[src/rtl/fetch_stage.sv]
// Instruction-fetch stage: owns the PC, one outstanding imem request, IF/ID register with 1-entry skid.
// Optional performance counters are enabled with the FETCH_PERF_CNT_EN macro.
module fetch_stage #(
    parameter logic [15:0] RESET_PC  = 16'h0000,
    parameter logic [15:0] NOP_INSTR = 16'h0000
) (
    input  logic        clk,
    input  logic        rst_n,
    output logic        imem_req,
    output logic [15:0] imem_addr,
    input  logic        imem_gnt,
    input  logic        imem_rvalid,
    input  logic [15:0] imem_rdata,
    input  logic        id_stall,
    input  logic        branch_taken,
    input  logic [15:0] branch_target,
    output logic [15:0] if_id_instr,
    output logic [15:0] if_id_pc_plus2,
    output logic        if_id_valid,
    output logic        halted
`ifdef FETCH_PERF_CNT_EN
    ,
    output logic [15:0] perf_fetched,
    output logic [15:0] perf_squashed
`endif
);

    typedef enum logic [1:0] {
        S_FETCH  = 2'd0,
        S_WAIT   = 2'd1,
        S_DRAIN  = 2'd2,
        S_HALTED = 2'd3
    } state_t;

    state_t      state_r, state_s;
    logic [15:0] pc_r, pc_s;
    logic        imem_req_r, imem_req_s;
    logic        halted_r, halted_s;
    logic [15:0] ifid_instr_r, ifid_instr_s;
    logic [15:0] ifid_pc2_r, ifid_pc2_s;
    logic        ifid_valid_r, ifid_valid_s;
    logic        skid_full_r, skid_full_s;
    logic [15:0] skid_instr_r, skid_instr_s;
    logic [15:0] skid_pc2_r, skid_pc2_s;
    logic        accept_s;
    logic        resp_s;
    logic [15:0] pc_plus2_s;

    assign accept_s   = imem_req_r & imem_gnt;
    assign resp_s     = (state_r == S_WAIT) & imem_rvalid;
    assign pc_plus2_s = pc_r + 16'd2;

    assign imem_req       = imem_req_r;
    assign imem_addr      = pc_r;
    assign halted         = halted_r;
    assign if_id_instr    = ifid_instr_r;
    assign if_id_pc_plus2 = ifid_pc2_r;
    assign if_id_valid    = ifid_valid_r;

    // Next-state, PC, IF/ID and skid update; redirect overrides stall and response handling
    always_comb begin
        state_s      = state_r;
        pc_s         = pc_r;
        ifid_instr_s = ifid_instr_r;
        ifid_pc2_s   = ifid_pc2_r;
        ifid_valid_s = ifid_valid_r;
        skid_full_s  = skid_full_r;
        skid_instr_s = skid_instr_r;
        skid_pc2_s   = skid_pc2_r;
        if (branch_taken) begin
            pc_s         = branch_target;
            ifid_valid_s = 1'b0;
            ifid_instr_s = NOP_INSTR;
            skid_full_s  = 1'b0;
            case (state_r)
                S_WAIT:  state_s = imem_rvalid ? S_FETCH : S_DRAIN;
                S_FETCH: state_s = accept_s ? S_DRAIN : S_FETCH;
                default: state_s = S_FETCH;
            endcase
        end else begin
            if (!id_stall) begin
                if (skid_full_r) begin
                    ifid_instr_s = skid_instr_r;
                    ifid_pc2_s   = skid_pc2_r;
                    ifid_valid_s = 1'b1;
                    skid_full_s  = 1'b0;
                end else if (resp_s) begin
                    ifid_instr_s = imem_rdata;
                    ifid_pc2_s   = pc_plus2_s;
                    ifid_valid_s = 1'b1;
                end else begin
                    ifid_instr_s = NOP_INSTR;
                    ifid_valid_s = 1'b0;
                end
            end else if (resp_s && !ifid_valid_r) begin
                ifid_instr_s = imem_rdata;
                ifid_pc2_s   = pc_plus2_s;
                ifid_valid_s = 1'b1;
            end else if (resp_s) begin
                // decode holds a live entry: park the response in the skid
                skid_full_s  = 1'b1;
                skid_instr_s = imem_rdata;
                skid_pc2_s   = pc_plus2_s;
            end else begin
                ifid_valid_s = ifid_valid_r;
            end
            case (state_r)
                S_FETCH: state_s = accept_s ? S_WAIT : S_FETCH;
                S_WAIT: begin
                    if (imem_rvalid) begin
                        pc_s    = pc_plus2_s;
                        state_s = (imem_rdata[15:12] == 4'hF) ? S_HALTED : S_FETCH;
                    end else begin
                        state_s = S_WAIT;
                    end
                end
                S_DRAIN:  state_s = imem_rvalid ? S_FETCH : S_DRAIN;
                S_HALTED: state_s = S_HALTED;
                default:  state_s = S_FETCH;
            endcase
        end
        imem_req_s = (state_s == S_FETCH) & !skid_full_s;
        halted_s   = (state_s == S_HALTED);
    end

    // State and datapath registers
    always_ff @(posedge clk or negedge rst_n) begin
        if (!rst_n) begin
            state_r      <= S_FETCH;
            pc_r         <= RESET_PC;
            imem_req_r   <= 1'b0;
            halted_r     <= 1'b0;
            ifid_instr_r <= NOP_INSTR;
            ifid_pc2_r   <= 16'h0000;
            ifid_valid_r <= 1'b0;
            skid_full_r  <= 1'b0;
            skid_instr_r <= 16'h0000;
            skid_pc2_r   <= 16'h0000;
        end else begin
            state_r      <= state_s;
            pc_r         <= pc_s;
            imem_req_r   <= imem_req_s;
            halted_r     <= halted_s;
            ifid_instr_r <= ifid_instr_s;
            ifid_pc2_r   <= ifid_pc2_s;
            ifid_valid_r <= ifid_valid_s;
            skid_full_r  <= skid_full_s;
            skid_instr_r <= skid_instr_s;
            skid_pc2_r   <= skid_pc2_s;
        end
    end

`ifdef FETCH_PERF_CNT_EN
    logic        fetch_cnt_s;
    logic        squash_cnt_s;
    logic [15:0] perf_fetched_r;
    logic [15:0] perf_squashed_r;

    function automatic logic [15:0] sat_inc(input logic [15:0] v);
        return (v == 16'hFFFF) ? v : (v + 16'd1);
    endfunction

    assign fetch_cnt_s  = !branch_taken & resp_s;
    // a WAIT state or a same-cycle accept means a response is in flight and gets dropped
    assign squash_cnt_s = branch_taken & (ifid_valid_r | skid_full_r | (state_r == S_WAIT) | accept_s);
    assign perf_fetched  = perf_fetched_r;
    assign perf_squashed = perf_squashed_r;

    // Saturating performance counters
    always_ff @(posedge clk or negedge rst_n) begin
        if (!rst_n) begin
            perf_fetched_r  <= 16'h0000;
            perf_squashed_r <= 16'h0000;
        end else begin
            perf_fetched_r  <= fetch_cnt_s  ? sat_inc(perf_fetched_r)  : perf_fetched_r;
            perf_squashed_r <= squash_cnt_s ? sat_inc(perf_squashed_r) : perf_squashed_r;
        end
    end
`endif

endmodule
[config.mk]
export PLATFORM = sky130hd
export DESIGN_NAME = fetch_stage
export DESIGN_NICKNAME = d
export VERILOG_FILES = /design/src/rtl/fetch_stage.sv
export SDC_FILE = /design/constraint.sdc
export NUM_CORES = 1
export LEC_CHECK = 0
export ABC_CLOCK_PERIOD_IN_PS = 2000
export CORE_MARGIN = 4
export CORE_UTILIZATION = 45
export DETAILED_ROUTE_END_ITERATION = 7
export PLACE_DENSITY = 0.72
export SYNTH_ARGS = -nofsm -noshare
export SYNTH_HDL_FRONTEND = slang
export SYNTH_SLANG_ARGS = --single-unit
[constraint.sdc]
create_clock -name clk -period 2 [get_ports clk]
set_input_delay 0.5 -clock clk [delete_from_list [all_inputs] [get_ports clk]]
set_output_delay 0.5 -clock clk [all_outputs]
set_load 0.1 [all_outputs]
## Yosys cells after proc, flatten, opt, wreduce, memory -nomap -nowiden

Index checks and enable logic that the tools add are counted.

- $add $sub $neg: 1
- Equal/unequal tests: 7
- Mux-type cells: 29
- Bitwise operators: 5
- Reductions and logical operators: 11

Operators by type and width:

| operator | count |
|---|---|
| 2-to-1 mux 16 bit | 12 |
| adder 16 x 2 -> 16 bit (second input constant) | 1 |
| 2-to-1 mux 1 bit | 10 |
| 2-to-1 mux 2 bit | 5 |
| case mux 2 bit (4 select lines) | 1 |
| equality test 2 bit (second input constant) | 3 |
| equality test 4 bit (second input constant) | 1 |
| zero test 2 bit | 2 |
| case mux 2 bit (2 select lines) | 1 |
| AND reduction 4 bit | 1 |
| nonzero test 2 bit | 2 |
| bitwise AND 1 bit | 3 |
| inequality test 3 x 1 -> 1 bit (second input constant) | 1 |
| AND reduction 3 bit | 1 |
| nonzero test 3 bit | 1 |
| equality test 2 x 1 -> 1 bit (second input constant) | 1 |
| zero test 1 bit | 2 |
| inequality test 2 x 1 -> 1 bit (second input constant) | 1 |
| inverter 1 bit | 2 |
| AND reduction 2 bit | 1 |
| logical AND 1 bit | 1 |

- Bits in registers: 86
- Bits of input ports: 38
- Output and inout bits: 51

## Longest topological paths before layout

Gate-level depths: netlist of the first run.

- Depth in word-level cells: 8
- Gate-level depth with buffers: 8

## Worst setup path after synthesis of the first run

Ideal clock, no wire load.

- Kind: register to register
- Start: register pc_r[1] (netlist: imem_addr[1])
- End: register skid_pc2_r[15]
- Setup time: 0.125 ns
- Arrival time: 2.271 ns
- Required time: 1.875 ns
- Slack: -0.395 ns
- Cell stages (with the launch flop): 6
- Cells stage by stage: dfrtp_1 > ha_1 > nand4_4 > nor4_4 > xor2_1 > mux2_2

- Word-level cells in the longest chain between the ends: 1

RTL lines:

| item | RTL line | source |
|---|---|---|
| start, declared | 36 | `logic [15:0] pc_r, pc_s;` |
| start signal, assigned | 141 | `pc_r <= pc_s;` |
| adder 16 x 2 -> 16 bit | 51 | `assign pc_plus2_s = pc_r + 16'd2;` |
| end signal, assigned | 149 | `skid_pc2_r <= skid_pc2_s;` |
| end, declared | 44 | `logic [15:0] skid_pc2_r, skid_pc2_s;` |

No other way between the ends.
A chain may end at the register's enable or synchronous reset.

## Final worst setup path of the first run

- Start: register pc_r[2] (netlist: imem_addr[2])
- End: register ifid_pc2_r[9] (netlist: if_id_pc_plus2[9])

- Word-level cells in the longest chain between the ends: 4

RTL lines:

| item | RTL line | source |
|---|---|---|
| adder 16 x 2 -> 16 bit * | 51 |  |
| 2-to-1 mux 16 bit | 87 | `end else if (resp_s) begin` |
| 2-to-1 mux 16 bit | 82 | `if (skid_full_r) begin` |
| 2-to-1 mux 16 bit * | 81 | `if (!id_stall) begin` |
| end signal, assigned | 145 | `ifid_pc2_r <= ifid_pc2_s;` |
| end, declared | 40 | `logic [15:0] ifid_pc2_r, ifid_pc2_s;` |

Mark *: on every way between the ends. The rest lies on a longest branch, timed or not. The select of a mux whose other input is x is not followed.

==> results of run 1 <==
## state kept, by name (all words and copies together) (netlist names)
register and cells:
if_id_valid 1, skid_pc2_r 16, imem_req 1, if_id_pc_plus2 16, imem_addr 16, state_r 2
halted 1, if_id_instr 16, skid_instr_r 16, skid_full_r 1
## area by class of cell
class	count	area, um2	share of cell area, %
multi-input combinational	274	1750	30.4
inverter	1	3.75	0.0653
sequential	86	2170	37.8
timing repair buffer	111	1490	25.8
tap	108	135	2.35
clock inverter	7	80.1	1.39
clock buffer	9	124	2.15
## where the power goes
part           switching, mW  internal, mW
logic                   1.94          1.08
clock network          0.650         0.595
registers              0.315          2.01
## per-stage QoR
step | power (mW) | area, um2 | utilization (%)
floorplan | 4.13 | 4040 | -
global placement | 5.36 | 5540 | 63.5
detailed placement | 5.40 | 5540 | 63.5
CTS | 6.65 | 5740 | 65.8
global route | 6.86 | 5750 | 66.0
finish | 6.59 | 5750 | 66.0
## per-layer routing
metal,routed length (um),global-route usage [%],up-vias
li1,-,-,1521
met2,4550,29.9,76
met1,4120,26.0,1504
met5,0,0,-
met3,446,2.57,7
met4,69,6.26,0
## logic make-up (layout without fill, tap and decap cells)
kind of cell | Yosys count | in the layout
AOI/OAI and AO/OA | 77 | 77
xor gates and xnor gates | 26 | 26
adders and majority gates | 1 | 1
buffers and inverters | 28 | 128
DFF | 86 | 86
muxes | 42 | 42
and+or+nand+nor | 128 | 128
## critical path, stage by stage, from the launching register on
cell and delay [ps]:
dfrtp_4 520, ha_1 280, and4_1 260, and3_1 210, xnor2_1 220, a211oi_1 110, a21o_1 160
## cells in the mapped netlist (2+ instances only)
cell	count
dfrtp_1	86
nand2_1	58
nor2_1	33
o21ai_0	26
mux2_2	23
mux2i_1	19
a21oi_1	18
o21ai_1	17
xor2_1	17
nand3_1	13
buf_2	9
clkbuf_1	9
xnor2_1	9
a21o_1	6
buf_4	6
and4_1	4
a211oi_1	2
a211oi_2	2
a31oi_1	2
and2_1	2
clkbuf_2	2
nand2b_1	2
nand4_1	2
nor2b_1	2
nor3_1	2
o211ai_1	2
## path summary, 6_finish.rpt
check | endpoint | slack [ps] | cells after the start
min in group clk | if_id_instr[9] | 490 | 2
setup reg to reg | if_id_pc_plus2[9] | 130 | 6
max in group asynchronous | imem_addr[1] | 1440 | 2
setup / recovery | if_id_pc_plus2[9] | 130 | 6
hold / removal | if_id_pc_plus2[9] | 170 | 2
hold reg to reg | if_id_instr[9] | 490 | 2
==> flow_summary_export.csv, run 1 <==
group,metric,value,unit
run_status,status,"completed",
clock_network,numCtsBuffers,9,
global_route,grt_pass1_wl,15300,um
timing,relSlewSlack,68.9,%
timing,rsz0062_at_grt,"false",
finish,most-common-layout-cells,"dfrtp_1, nand2_1, buf_12, clkdlybuf4s50_1, nor2_1",
worst_setup_path,critPathMaxFanout,5,
timing,period_needed,1870,ps
placed_design,dp_cells,580,
yosys,synth_edf_count,0,
detailed_routing,routed_via_density,5.21,
yosys,yosysSeqAreaShare,53.5,%
clock_network,cts_tree,"built",
timing,fin_ws,127,ps
yosys,syn_area_per_cell,10.4,um2
die,io_pins,89,
detailed_routing,num_vias,3108,
die,fp.dieH,103,um
detailed_routing,ant_nets,0,
timing,holdWs,172,ps
worst_setup_path,worst_setup_path_end_kind,"register",
hold_path,hp-class,"in2async",
clock_network,root_buffer,"clkbuf_8",
yosys,syn_area,4020,um2
detailed_routing,wirelength,9190,um
clock_network,clockBufferDepth,2,
timing,fmax,0.534,GHz
timing,setup_viol,0,
worst_setup_path,startpoint_type,"register",
placed_design,dp_worst_setup_slack,-226,ps
yosys,synth_cells,388,
worst_setup_path,worstPathRequired,2250,ps
timing,hold_violations,0,
yosys,muxShareOfSynthArea,11.2,%
yosys,synth-xor-area-share,5.67,%
timing,fin_crit_sh,93.6,%
yosys,synth.top_cell.area_share,53.5,%
die,start_util,46.1,%
clock_network,htreeDepth,3,
timing,fin_worst_skew,12.8,ps
clock_network,hold_buffers,0,
timing,tightest_slew,467,ps
placed_design,io_buffers,88,
global_route,grt_pass1_vias,3168,
global_route,grt_usage,18.6,%
pwr,power_density,1150,nW/um2
yosys,synth_top_family_by_area,"simple AND/OR/NAND/NOR gates",
yosys,synthTopCellsByArea,"dfrtp_1, mux2_2, nand2_1, mux2i_1, xor2_1",
finish,final_cells,596,
clock_network,postCtsSetupRepairBufs,0,
finish,syn_to_final_growth,43.1,%
yosys,synthArstFlopShare,100,%
clock_network,cts.clk_slew.worst_paths,90,ps
global_route,grt_max_degree,87,
yosys,synthFlopType,"dfrtp_1",
die,die_area,10500,um2
timing,fin_tns_setup,0,ps
placed_design,gp_congestion,0.849,
yosys,synth_top_area_cell,"dfrtp_1",
worst_setup_path,worst_ep_arrival_time,2120,ps
die,fp-row-count,34,
finish,nets,522,
yosys,synth_simple_gate_area_share,14.9,%
finish,drive_gt1_share,28.1,%
die,core,8720,um2
worst_setup_path,worst-setup-path-type,"reg2reg",
detailed_routing,drc,0,
flow_run,cap_viol_max_count,0,
placed_design,hpwl,6810,um
yosys,synth-compound-area-share,10.8,%
timing,finalMaxSlewViolations,0,
yosys,yosysWarningCount,0,
worst_setup_path,worstReg2RegStart,"imem_addr[2]",
clock_network,clk_latency,360,ps
die,die-width,103,um
clock_network,ctsResizeCount,0,
global_route,overflow,0,
yosys,synthAdderAreaFrac,0.311,%
finish,n_fill_cell,651,
detailed_routing,drt_iter0_markers,124,
yosys,syn-num-nets,427,
finish,final_common_cell,"dfrtp_1",
clock_network,numClockSinks,86,
detailed_routing,first_pass_iters,4,
worst_setup_path,critPathLaunch,"imem_addr[2]",
yosys,ys_ff_latch,86,
finish,antennaDiodeCount,0,
detailed_routing,drt-wirelength-per-cell,15.4,um
pwr,ir_worst_vdd,0.000821,V
global_route,grt_antenna_before_repair,0,
yosys,synth_cell_types,41,
pwr,power.leakage,2.54,nW
(Power assumes the default switching activity.)
==> inputs of run 2 (changes only) <==
==> constraint.sdc (replaced) <==
create_clock -name clk -period 2 [get_ports clk]
set_input_delay 0.5 -clock clk [delete_from_list [all_inputs] [get_ports clk]]
set_output_delay 0.5 -clock clk [all_outputs]
set_load 0.005 [all_outputs]
==> flow_summary_export.csv, run 2 (synthesized netlist as in run 1, its figures left out) <==
group,metric,value,unit
run_status,status,"completed",
worst_setup_path,startpoint_type,"register",
global_route,grt_util_met1,26.5,%
die,die-width,103,um
finish,post-route-util,61.5,%
pwr,swShare,27.0,%
pwr,p_clk_share,28.6,%
placed_design,dp_cells,582,
die,start_util,46.1,%
clock_network,htreeDepth,3,
global_route,grt.met3_usage,3.52,%
worst_setup_path,path_cells,"clkdlybuf4s50_1",
worst_setup_path,worst_ep_arrival_time,1410,ps
global_route,gr-usage-met2,29.3,%
timing,relSlewSlack,70.2,%
timing,tightest_slew,447,ps
worst_setup_path,path_buf_inv,1,
finish,n_fill_cell,731,
die,fp-row-count,34,
worst_setup_path,cpPeakStageDelay,570,ps
timing,fin_worst_skew,10.1,ps
global_route,grt_antenna_before_repair,0,
timing,finalMaxSlewViolations,0,
pwr,power.leakage,2.32,nW
placed_design,gp_congestion,0.815,
worst_setup_path,critPathLaunch,"imem_addr[8]",
die,fp.dieH,103,um
finish,most-common-layout-cells,"clkdlybuf4s50_1, dfrtp_1, nand2_1, nor2_1, o21ai_0",
clock_network,clockBufferDepth,2,
finish,final_cells,597,
worst_setup_path,worst_path_max_delay_cell,"clkdlybuf4s50_1",
clock_network,numCtsBuffers,9,
timing,hold_violations,0,
timing,fmax,0.524,GHz
timing,setup_viol,0,
die,die_area,10500,um2
die,core,8720,um2
worst_setup_path,worstReg2RegStart,"imem_addr[2]",
die,io_pins,89,
detailed_routing,drt-wirelength-per-cell,15.6,um
pwr,ir_worst_vdd,0.000503,V
clock_network,cts_tree,"built",
flow_run,cap_viol_max_count,0,
pwr,comb_power_share,23.7,%
placed_design,io_buffers,88,
detailed_routing,num_vias,3123,
pwr,power_density,862,nW/um2
global_route,grt_usage,18.8,%
global_route,grt_pass1_wl,15400,um
pwr,switchingPower,1.25,mW
global_route,grt_pass1_vias,3124,
pwr,p_int,3.37,mW
hold_path,hp-class,"in2async",
clock_network,clk_latency,350,ps
finish,final_common_cell,"clkdlybuf4s50_1",
placed_design,hpwl,6770,um
finish,antennaDiodeCount,0,
detailed_routing,ant_nets,0,
detailed_routing,routed_via_density,5.23,
clock_network,root_buffer,"clkbuf_8",
worst_setup_path,critPathMaxFanout,7,
worst_setup_path,worst-setup-path-type,"reg2out",
global_route,overflow,0,
finish,syn_to_final_growth,33.4,%
detailed_routing,drt_iter0_markers,80,
timing,fin_crit_sh,95.5,%
worst_setup_path,critPathTopFamily,"buffers and inverters",
finish,nets,524,
worst_setup_path,worst_setup_path_end_kind,"output pin",
finish,seqCellArea,2160,um2
finish,multi_input_area,1740,um2
worst_setup_path,worstPathRequired,1500,ps
timing,period_needed,1910,ps
timing,rsz0062_at_grt,"false",
finish,drive_gt1_share,15.1,%
pwr,p_seq_share,47.7,%
detailed_routing,wirelength,9320,um
clock_network,numClockSinks,86,
clock_network,cts.clk_slew.worst_paths,90,ps
global_route,grt_max_degree,54,
detailed_routing,drc,0,
detailed_routing,first_pass_iters,4,
global_route,busiest_layer,"met2",
clock_network,postCtsSetupRepairBufs,0,
run 2: changes by cell type in the layout (fill, tap and decap cells not counted), sizes merged:
cell,delta
clkdlybuf4s50,+51
buf,-49
clkinv,-2
inv,-2
bufinv,+1
clkbuf,+1
clkinvlp,+1
run 2: final timing paths:
kind,to,slack (ps),cells past startpoint
setup reg to reg,imem_addr[15],110,6
hold / removal,imem_addr[0],80,1
min in group clk,if_id_pc_plus2[8],480,1
max in group asynchronous,imem_addr[4],1260,2
setup / recovery,imem_addr[8],90,1
hold reg to reg,if_id_pc_plus2[8],480,1
run 2: cell type report:
class,instances,share of cell area (%)
Inverter,1,0.0700
Clock inverter,5,1.56
Multi-Input combinational cell,274,32.4
Sequential cell,86,40.2
Timing Repair Buffer,113,20.8
Clock buffer,10,2.38
Tap cell,108,2.52
run 2: power groups by stage:
stage | clock [mW] | sequential (mW) | combinational (mW)
2_1_floorplan | 0 | 2.21 | 0.416
3_3_place_gp | 0 | 2.23 | 1.08
3_5_place_dp | 0 | 2.24 | 1.11
4_1_cts | 1.36 | 2.20 | 1.12
5_1_grt | 1.44 | 2.24 | 1.21
6_report | 1.32 | 2.20 | 1.10
run 2: routing by layer:
metal	share of wire (%)	wire (um)
met5	0	0
met4	1.5	144
met3	5.3	490
met2	48	4460
met1	45	4220
run 2: repair_timing:
action,CTS,global route
setup endpoints to repair,0,4
resized for setup,0,4
hold buffers,0,0
run 2: per-stage QoR:
step	setup TNS, ps	power, mW	hold slack, ps	setup WS (ps)	cell area [um2]
floorplan	0	2.63	204	324	4020
global placement	-6600	3.31	463	-166	5140
detailed placement	-9860	3.35	466	-248	5140
CTS	0	4.68	86.6	8.48	5360
global route	0	4.89	106	7.58	5360
finish	0	4.62	82.9	90.5	5360
